<file path="src/rtl/dma_pkg.sv">
// Shared types and helpers for the DMA byte-realignment datapath.
package dma_pkg;

    localparam int unsigned BYTE_LANES = 4;
    localparam int unsigned DATA_WIDTH = 32;
    localparam int unsigned SIZE_WIDTH = 16;
    localparam int unsigned BUF_BYTES  = 8;
    localparam int unsigned CNT_WIDTH  = 4;

    typedef enum logic [1:0] {
        IDLE = 2'd0,
        RUN  = 2'd1,
        FIN  = 2'd2
    } realign_state_e;

    // Contiguous run of `count` strobes starting at `start_lane`.
    function automatic logic [BYTE_LANES-1:0] strb_gen(input logic [1:0] start_lane,
                                                       input logic [2:0] count);
        logic [3:0] lo;
        logic [3:0] hi;
        strb_gen = '0;
        lo = {2'b00, start_lane};
        hi = lo + {1'b0, count};
        for (int i = 0; i < BYTE_LANES; i++) begin
            if (4'(i) >= lo && 4'(i) < hi) begin
                strb_gen[i] = 1'b1;
            end
        end
    endfunction

endpackage

</file>
<file path="src/rtl/dma_byte_buf.sv">
// 8-byte shift buffer: pops from the head, then appends pushed bytes at the tail.
module dma_byte_buf
    import dma_pkg::*;
(
    input  logic                  CLK,
    input  logic                  RSTN,
    input  logic                  clr,
    input  logic [2:0]            push_n,
    input  logic [DATA_WIDTH-1:0] push_data,
    input  logic [2:0]            pop_n,
    output logic [CNT_WIDTH-1:0]  buf_cnt,
    output logic [DATA_WIDTH-1:0] head
);

    logic [7:0]           buf_q [BUF_BYTES];
    logic [7:0]           buf_d [BUF_BYTES];
    logic [CNT_WIDTH-1:0] cnt_q;
    logic [CNT_WIDTH-1:0] cnt_d;
    logic [CNT_WIDTH-1:0] base;
    logic [CNT_WIDTH-1:0] src;
    logic [CNT_WIDTH-1:0] dst;

    always_comb begin
        base = cnt_q - {1'b0, pop_n};
        src  = '0;
        dst  = '0;
        for (int i = 0; i < BUF_BYTES; i++) begin
            src      = 4'(i) + {1'b0, pop_n};
            buf_d[i] = (src < 4'(BUF_BYTES)) ? buf_q[src[2:0]] : 8'h00;
        end
        // Surviving bytes stay ahead of the newly pushed ones.
        for (int j = 0; j < BYTE_LANES; j++) begin
            dst = base + 4'(j);
            if (4'(j) < {1'b0, push_n} && dst < 4'(BUF_BYTES)) begin
                buf_d[dst[2:0]] = push_data[8*j +: 8];
            end
        end
        cnt_d = base + {1'b0, push_n};
        if (clr) begin
            cnt_d = '0;
        end
    end

    always_ff @(posedge CLK or negedge RSTN) begin
        if (!RSTN) begin
            cnt_q <= '0;
            for (int i = 0; i < BUF_BYTES; i++) begin
                buf_q[i] <= 8'h00;
            end
        end else begin
            cnt_q <= cnt_d;
            for (int i = 0; i < BUF_BYTES; i++) begin
                buf_q[i] <= buf_d[i];
            end
        end
    end

    assign buf_cnt = cnt_q;
    assign head    = {buf_q[3], buf_q[2], buf_q[1], buf_q[0]};

endmodule

</file>
<file path="src/rtl/dma_realign.sv">
// Realigns a source-aligned word stream to destination alignment, moving exactly `size` bytes.
module dma_realign
    import dma_pkg::*;
(
    input  logic                  CLK,
    input  logic                  RSTN,
    input  logic                  start,
    input  logic [1:0]            src_off,
    input  logic [1:0]            dst_off,
    input  logic [SIZE_WIDTH-1:0] size,
    output logic                  busy,
    output logic                  done,
    input  logic                  in_valid,
    output logic                  in_ready,
    input  logic [DATA_WIDTH-1:0] in_data,
    output logic                  out_valid,
    input  logic                  out_ready,
    output logic [DATA_WIDTH-1:0] out_data,
    output logic [BYTE_LANES-1:0] out_strb,
    output logic                  out_last
);

    realign_state_e        state_q, state_d;
    logic [1:0]            src_off_q, src_off_d;
    logic [1:0]            dst_off_q, dst_off_d;
    logic [SIZE_WIDTH-1:0] in_left_q, in_left_d;
    logic [SIZE_WIDTH-1:0] out_left_q, out_left_d;
    logic                  first_in_q, first_in_d;
    logic                  first_out_q, first_out_d;

    logic                  run;
    logic [1:0]            skip;
    logic [2:0]            in_avail;
    logic [2:0]            in_take;
    logic [1:0]            out_lane;
    logic [2:0]            out_room;
    logic [2:0]            out_n;
    logic                  in_fire;
    logic                  out_fire;
    logic                  clr;
    logic [2:0]            push_n;
    logic [2:0]            pop_n;
    logic [DATA_WIDTH-1:0] push_data;
    logic [CNT_WIDTH-1:0]  buf_cnt;
    logic [DATA_WIDTH-1:0] head;
    logic [DATA_WIDTH-1:0] placed;
    logic [DATA_WIDTH-1:0] lane_mask;
    logic [BYTE_LANES-1:0] strb;

    // Input trimming: leading source lanes dropped on the first word only.
    assign skip      = first_in_q ? src_off_q : 2'd0;
    assign in_avail  = 3'd4 - {1'b0, skip};
    assign in_take   = (in_left_q < SIZE_WIDTH'(in_avail)) ? in_left_q[2:0] : in_avail;
    assign push_data = in_data >> {skip, 3'b000};

    // Output need: first word starts at the destination lane, later words at lane 0.
    assign out_lane  = first_out_q ? dst_off_q : 2'd0;
    assign out_room  = 3'd4 - {1'b0, out_lane};
    assign out_n     = (out_left_q < SIZE_WIDTH'(out_room)) ? out_left_q[2:0] : out_room;

    assign run       = (state_q == RUN);
    assign in_ready  = run && (in_left_q != '0) && (buf_cnt <= 4'd4);
    assign out_valid = run && (buf_cnt >= {1'b0, out_n});
    assign in_fire   = in_valid && in_ready;
    assign out_fire  = out_valid && out_ready;
    assign push_n    = in_fire ? in_take : 3'd0;
    assign pop_n     = out_fire ? out_n : 3'd0;
    assign clr       = (state_q == IDLE) && start;

    assign strb      = strb_gen(out_lane, out_n);
    assign placed    = head << {out_lane, 3'b000};
    always_comb begin
        lane_mask = '0;
        for (int i = 0; i < BYTE_LANES; i++) begin
            lane_mask[8*i +: 8] = {8{strb[i]}};
        end
    end

    assign out_data  = out_valid ? (placed & lane_mask) : '0;
    assign out_strb  = out_valid ? strb : '0;
    assign out_last  = out_valid && (out_left_q == SIZE_WIDTH'(out_n));
    assign busy      = run;
    assign done      = (state_q == FIN);

    dma_byte_buf u_buf (
        .CLK       (CLK),
        .RSTN      (RSTN),
        .clr       (clr),
        .push_n    (push_n),
        .push_data (push_data),
        .pop_n     (pop_n),
        .buf_cnt   (buf_cnt),
        .head      (head)
    );

    always_comb begin
        state_d     = state_q;
        src_off_d   = src_off_q;
        dst_off_d   = dst_off_q;
        in_left_d   = in_left_q;
        out_left_d  = out_left_q;
        first_in_d  = first_in_q;
        first_out_d = first_out_q;
        case (state_q)
            IDLE: begin
                if (start) begin
                    src_off_d   = src_off;
                    dst_off_d   = dst_off;
                    in_left_d   = size;
                    out_left_d  = size;
                    first_in_d  = 1'b1;
                    first_out_d = 1'b1;
                    state_d     = (size != '0) ? RUN : FIN;
                end
            end
            RUN: begin
                if (in_fire) begin
                    in_left_d  = in_left_q - SIZE_WIDTH'(in_take);
                    first_in_d = 1'b0;
                end
                if (out_fire) begin
                    out_left_d  = out_left_q - SIZE_WIDTH'(out_n);
                    first_out_d = 1'b0;
                    if (out_last) begin
                        state_d = FIN;
                    end
                end
            end
            FIN: begin
                state_d = IDLE;
            end
            default: begin
                state_d = IDLE;
            end
        endcase
    end

    always_ff @(posedge CLK or negedge RSTN) begin
        if (!RSTN) begin
            state_q     <= IDLE;
            src_off_q   <= '0;
            dst_off_q   <= '0;
            in_left_q   <= '0;
            out_left_q  <= '0;
            first_in_q  <= 1'b0;
            first_out_q <= 1'b0;
        end else begin
            state_q     <= state_d;
            src_off_q   <= src_off_d;
            dst_off_q   <= dst_off_d;
            in_left_q   <= in_left_d;
            out_left_q  <= out_left_d;
            first_in_q  <= first_in_d;
            first_out_q <= first_out_d;
        end
    end

endmodule

</file>
<file path="config.mk">
export PLATFORM = sky130hd
export DESIGN_NAME = dma_realign
export DESIGN_NICKNAME = d
export VERILOG_FILES = /design/src/rtl/dma_pkg.sv /design/src/rtl/dma_byte_buf.sv /design/src/rtl/dma_realign.sv
export SDC_FILE = /design/constraint.sdc
export NUM_CORES = 1
export LEC_CHECK = 0
export BUFFER_PORTS_ARGS = -buffer_cell sky130_fd_sc_hd__buf_2
export CORE_UTILIZATION = 40
export CTS_CLUSTER_DIAMETER = 120
export DETAILED_ROUTE_END_ITERATION = 10
export HOLD_SLACK_MARGIN = 0.02
export PLACE_DENSITY = 0.62
export SETUP_SLACK_MARGIN = 0.4
export SLEW_MARGIN = 0
export SYNTH_ARGS = -nofsm -noshare
export SYNTH_HDL_FRONTEND = slang
export SYNTH_SLANG_ARGS = --single-unit
export TNS_END_PERCENT = 20
</file>
<file path="constraint.sdc">
create_clock -name CLK -period 9.45 [get_ports CLK]
set_input_delay 1.89 -clock CLK [delete_from_list [all_inputs] [get_ports CLK]]
set_output_delay 1.89 -clock CLK [all_outputs]
set_load 0.02 [all_outputs]
</file>
## Word-level counts from Yosys, hierarchy flattened

Cells that the tools add are included.
W data, S select, Z words.

| storage, ports and cells | value |
|---|---|
| input port bits | 57 |
| register bits after elaboration | 108 |
| output and inout bits | 41 |
| word-level logic and storage cells | 200 |

| cells by class | value |
|---|---|
| shift-type cells | 2 |
| reduce and logical (&&, ||, !) cells | 26 |
| equal/unequal tests | 7 |
| add/subtract/negate cells | 17 |
| bitwise operators | 13 |
| mux-type cells | 76 |
| order comparisons | 43 |

Operator list:

| operator | number |
|---|---|
| $bwmux W64 | 4 |
| $mux W64 | 4 |
| $mux W8 | 28 |
| $bmux W8 S3 | 8 |
| $demux W8 S3 | 4 |
| $pmux W16 S2 | 2 |
| $ge A4 B4 Y1 const B | 12 |
| $mux W16 | 3 |
| $not A3 Y4 | 12 |
| $lt A4 B4 Y1 const B | 11 |
| $and A32 B32 Y32 | 1 |
| $lt A16 B3 Y1 | 2 |
| $mux W32 | 1 |
| $reduce_bool A16 Y1 | 2 |
| $shl A32 B5 Y32 | 1 |
| $shr A32 B5 Y32 | 1 |
| $sub A16 B3 Y16 | 2 |
| $logic_and A1 B1 Y1 | 18 |
| $add A3 B3 Y4 const A | 4 |
| $eq A16 B3 Y1 | 1 |
| $lt A4 B1 Y1 const B | 4 |
| $mux W2 | 6 |
| $mux W3 | 4 |
| $reduce_and A3 Y1 | 3 |
| other kinds (28) | 46 |

## Longest topological paths before layout

| logic depth | value |
|---|---|
| depth after elaboration | 22 |
| depth in mapped cells | 36 |

## Cells and area by module

A second synthesis with hierarchy kept.

| unflattened totals | value |
|---|---|
| cells, all modules | 1543 |
| area, all modules | 12443.2 um^2 |

Modules (own cells, without submodules):

| module | area each (um^2) | cells each | instances |
|---|---|---|---|
| dma_byte_buf | 8210.4 | 933 | 1 |
| dma_realign | 4232.8 | 610 | 1 |

## Least setup slack after synthesis

OpenSTA, ideal clock, no wires.

| timing path | value |
|---|---|
| path kind | register -> register |
| start point | reg first_out_q |
| end point | reg u_buf.buf_q[3] (netlist name) |
| clock period less this slack | 7.843 ns |
| arrival time | 7.711 ns |
| cell stages (with the launch flop) | 33 |
| setup slack | 1.607 ns |
| cells stage by stage | dfrtp_1 -> and2_2 -> inv_1 -> clkbuf_1 -> clkbuf_1 -> ha_1 -> inv_1 -> ha_1 -> nor3_1 -> nand4_4 -> inv_1 -> a21oi_1 -> nor2_1 -> inv_1 -> buf_2 -> clkbuf_1 -> ha_1 -> nor2b_1 -> a21oi_1 -> a2111oi_4 -> or4_1 -> clkbuf_1 -> clkbuf_1 -> fa_1 -> inv_1 -> nor2_1 -> xor3_1 -> or3_1 -> or3_1 -> clkbuf_1 -> o21a_1 -> nand2_1 -> o211ai_1 |

RTL lines:

| element | line | source |
|---|---|---|
| start: declaration | dma_realign.sv:29 | `logic first_out_q, first_out_d;` |
| start signal: assignment | dma_realign.sv:154 | `first_out_q <= first_out_d;` |
| end signal: indexed assignment | dma_byte_buf.sv:53 | `buf_q[i] <= buf_d[i];` |
| end: declaration | dma_byte_buf.sv:15 | `logic [7:0] buf_q [BUF_BYTES];` |

## Worst setup path after layout

| timing path | value |
|---|---|
| start point | reg first_out_q |
| end point | out out_data[1] |

| between the ends | value |
|---|---|
| longest elaborated chain between the ends | 10 |
| elaborated cells between the ends (all ways) | 14 |

RTL lines:

| element | line | source |
|---|---|---|
| $mux W2 * | dma_realign.sv:57 | `assign out_lane = first_out_q ? dst_off_q : 2'd0;` |
| $sub A3 B2 Y3 | dma_realign.sv:58 | `assign out_room = 3'd4 - {1'b0, out_lane};` |
| $lt A16 B3 Y1 | dma_realign.sv:59 | `assign out_n = (out_left_q < SIZE_WIDTH'(out_room)) ? out_left_q[2:0] : out_room;` |
| $mux W3 | dma_realign.sv:59 |  |
| $add A2 B3 Y4 | dma_pkg.sv:23 | `hi = lo + {1'b0, count};` |
| $lt A1 B4 Y1 | dma_pkg.sv:25 | `if (4'(i) >= lo && 4'(i) < hi) begin` |
| $logic_and A1 B1 Y1 | dma_pkg.sv:25 |  |
| $mux W1 | dma_pkg.sv:25 |  |
| $and A32 B32 Y32 | dma_realign.sv:79 | `assign out_data = out_valid ? (placed & lane_mask) : '0;` |
| $mux W32 * | dma_realign.sv:79 |  |
| end: declaration | dma_realign.sv:18 | `output logic [DATA_WIDTH-1:0] out_data,` |

Every way passes the cells marked *; elsewhere a longest branch is shown, timed or not.

==> out/results.txt <==
Status: complete, no violations
Cell row count: 61
Setup ws final: 1590 ps
Most frequent cells after synthesis: nand2_1, a21oi_1, o21ai_0
# DRC: 0
Dominant cells by area after synthesis: dfrtp_1, mux4_2, nand2_1
Final WL: 48510 um
Hold_buf cts: 0
Post-place setup slack: 1831 ps
Yosys reg bits: 108
PD cells: 348.9 nW/um^2
Final hold slack: 503.1 ps
RSZ-0062 raised after global routing: no
Simple-gate share of the synthesized area: 0.2614
Slew Limit Fails: 0
Clk_skew: 15.54 ps
Final Non-Filler Cells: 1907
WP data required: 7560 ps
Slowest-stage cell, CP: a311oi_1
CTS tree: yes
CTS Sinks: 108
Mapped cell area: 11320 um^2
Share of the synthesized area in the top cell type: 0.2388
Synthesized area per cell: 7.616 um^2
Post-synth EDFFs: 0
Sequential fraction of the synthesis area: 0.2388
Slew headroom: 0.03484
Syn. warnings: 0
Share of cells above drive strength 1: 0.1380
Vias in the first global route: 11530
LEAKAGE: 4.908 nW
DP Area: 12070 um^2
Critical register-to-register path endpoint: u_buf.head[17]
DR top layer: met4
Wire length on met3: 7161 um
Startpoint Class: flop
WL/cell: 25.44 um
Total gr overflow: 0
Post-CTS sizing: 0
Post-synthesis xor/xnor area fraction: 0.01813
Total power: 4.311 mW
Reg clk slew, reported paths: 80 ps
HPWL Detailed: 36330 um
Clk_lat worst skew: 380 ps
Crit end category: output pin
Die W: 170.2 um
GRT Util Overall: 0.3369
Hold Path End: src_off_q[1]
Initial DRT Pass Iterations: 6
Initial Utilization: 0.4074
R2R setup slack: 1640 ps
First-pass GRT wire length: 73360 um
Worst Min Path Start: src_off_q[1]
Crit path cell chain: and2_2 -> inv_1 -> ha_1 -> nand2b_1 -> o311ai_1 -> a31oi_1 -> o21ai_0 -> and2_1 -> ha_1 -> or2_2 -> nor2_1 -> a211oi_1 -> and2_1 -> nand2_1 -> inv_1 -> nand3_1 -> a311oi_1 -> and2_1 -> buf_2
Total CTS buffers: 9
Initial antenna violation count: 1
Period utilization: 0.8317
Post-Synth Adder-Cell Area: 0.03847
Synth Area in Compound Gates: 0.3015
Mapped Cells: 1486
Post-layout min period: 7860 ps
WP data arrival: 5970 ps
Initial DRC count: 1800
Synth area leader: dfrtp_1
Ys flop type: dfrtp_1
Die height: 170.2 um
Syn_nets: 1576
Core Region: 27780 um^2
Worst Hold Depth: 1
Worst Hold Class: reg2reg
Seq. cell area: 2703 um^2
Final Net Count: 1614
Antenna cells: 0
Asr flop ratio synth: 1.000
Yosys cell types: 86
Vias post-DR: 12820
Maximum capacitance violations: 0
Multiplexer share of the synthesized area: 0.09287
Die area: 28970 um^2
CP Class: reg2out
Metal-1 WL: 21330 um
Clk root buf: clkbuf_16
Maximum VDD drop: 0.0001291 V
R2R depth: 26
Most used cell, CP: and2_1
Final TNS setup: 0 ps
Fin. Hold Viols: 0
CP startpoint: first_out_q
Final setup fails: 0
Fmax: 127.2 MHz
Worst-margin pin slew: 1433 ps
Antenna-violating nets left: 0
Post-route cell area: 12360 um^2
Final core occ: 0.4448
RD Place Congestion: 1.020
Origin of the critical flop-to-flop path: first_out_q
Setup Fix Bufs, Post-CTS: 0
Worst Path Max Fanout: 21
Placed cell count: 1891
Area growth syn-to-layout: 9.188%
Filler instances: 2904
Clk buf depth: 2
Met2 WL: 18980 um
Largest net degree at the start of global routing: 64
Critical Path Max Stage Delay: 800 ps
I/O pin total: 98
Area of the multi-input gates: 8069 um^2
DR vias/cell: 6.724
Largest family of logic cells by synthesized area: compound AO/OA/AOI/OAI gates
Port Buffers: 97
Count leader, synth: nand2_1
Number of H-tree levels: 3
sequential cells by signal, indices dropped and copies added (netlist names):
signal         cells
u_buf.buf_cnt      4
state_q            2
out_left_q        16
dst_off_q          2
src_off_q          2
u_buf.buf_q       32
first_in_q         1
in_left_q         16
u_buf.head        32
first_out_q        1
report_power, final:
| part | internal, mW | leakage (nW) | switching [mW] |
|---|---|---|---|
| Clock | 0.192 | 0.146 | 0.209 |
| Combinational | 0.989 | 3.39 | 2.03 |
| Sequential | 0.635 | 1.38 | 0.258 |
worst max-delay path: cells and delay by family (launching register included):
kind	cells	cell delay (ps)
AO/OA/AOI/OAI	5	1850
AND/OR/NAND/NOR	9	1830
adder cells (fa/ha/maj)	2	570
flip-flops	1	420
buffers and inverters	3	920
worst max path at each step:
stage | slack, ps | endpoint | cells after the start
global placement | 2030 | u_buf.head[17] | 28
floorplan | 1610 | u_buf.buf_q[3] | 32
CTS | 1540 | out_data[2] | 20
global route | 1050 | out_data[2] | 19
detailed placement | 1830 | u_buf.buf_q[7] | 24
finish | 1590 | out_data[1] | 19
per-layer routing:
metal | up-vias | global-route usage
li1 | 5748 | -
met1 | 6100 | 0.4957
met2 | 897 | 0.4469
met3 | 78 | 0.1358
met4 | 0 | 0.08343
met5 | - | 0
cells by family (layout without fill, tap and decap cells):
| group | count (synthesis) | after routing |
|---|---|---|
| flops | 108 | 108 |
| buf+inv | 138 | 181 |
| fa+ha+maj | 33 | 33 |
| compound gates | 525 | 525 |
| simple gates | 604 | 604 |
| mux | 62 | 62 |
| xor+xnor | 16 | 16 |
cell type report:
| type | count | area share |
|---|---|---|
| clock inverter | 6 | 0.004151 |
| multi-input combinational | 1240 | 0.6530 |
| inverter | 47 | 0.01428 |
| clock buffer | 10 | 0.01934 |
| sequential | 108 | 0.2187 |
| timing repair buffer | 118 | 0.05225 |
| tap | 378 | 0.03827 |
placed cells by master (no fill, tap or decap), types with 8 or more instances in the layout:
cell and instances:
or2_2 12, nand4_1 20, a21oi_1 131, clkbuf_16 9, nand2b_1 14, nand3_1 106, a22o_1 9, nor3_1 30
buf_4 22, o211ai_1 14, and2_1 18, dfrtp_1 108, o21a_1 12, buf_2 96, a311oi_1 8, a221oi_1 19
mux4_2 34, and3_1 14, xnor2_1 8, o22ai_1 39, a22oi_1 13, ha_1 30, o21ai_0 127, inv_1 43
o221ai_1 32, a31oi_1 20, or3_1 10, a21o_1 9, mux2i_1 24, o21ai_1 14, nor4_1 18, a211oi_1 16
nor2_1 116, nand2_1 197
Note: power is estimated with default switching activity, not from simulation.
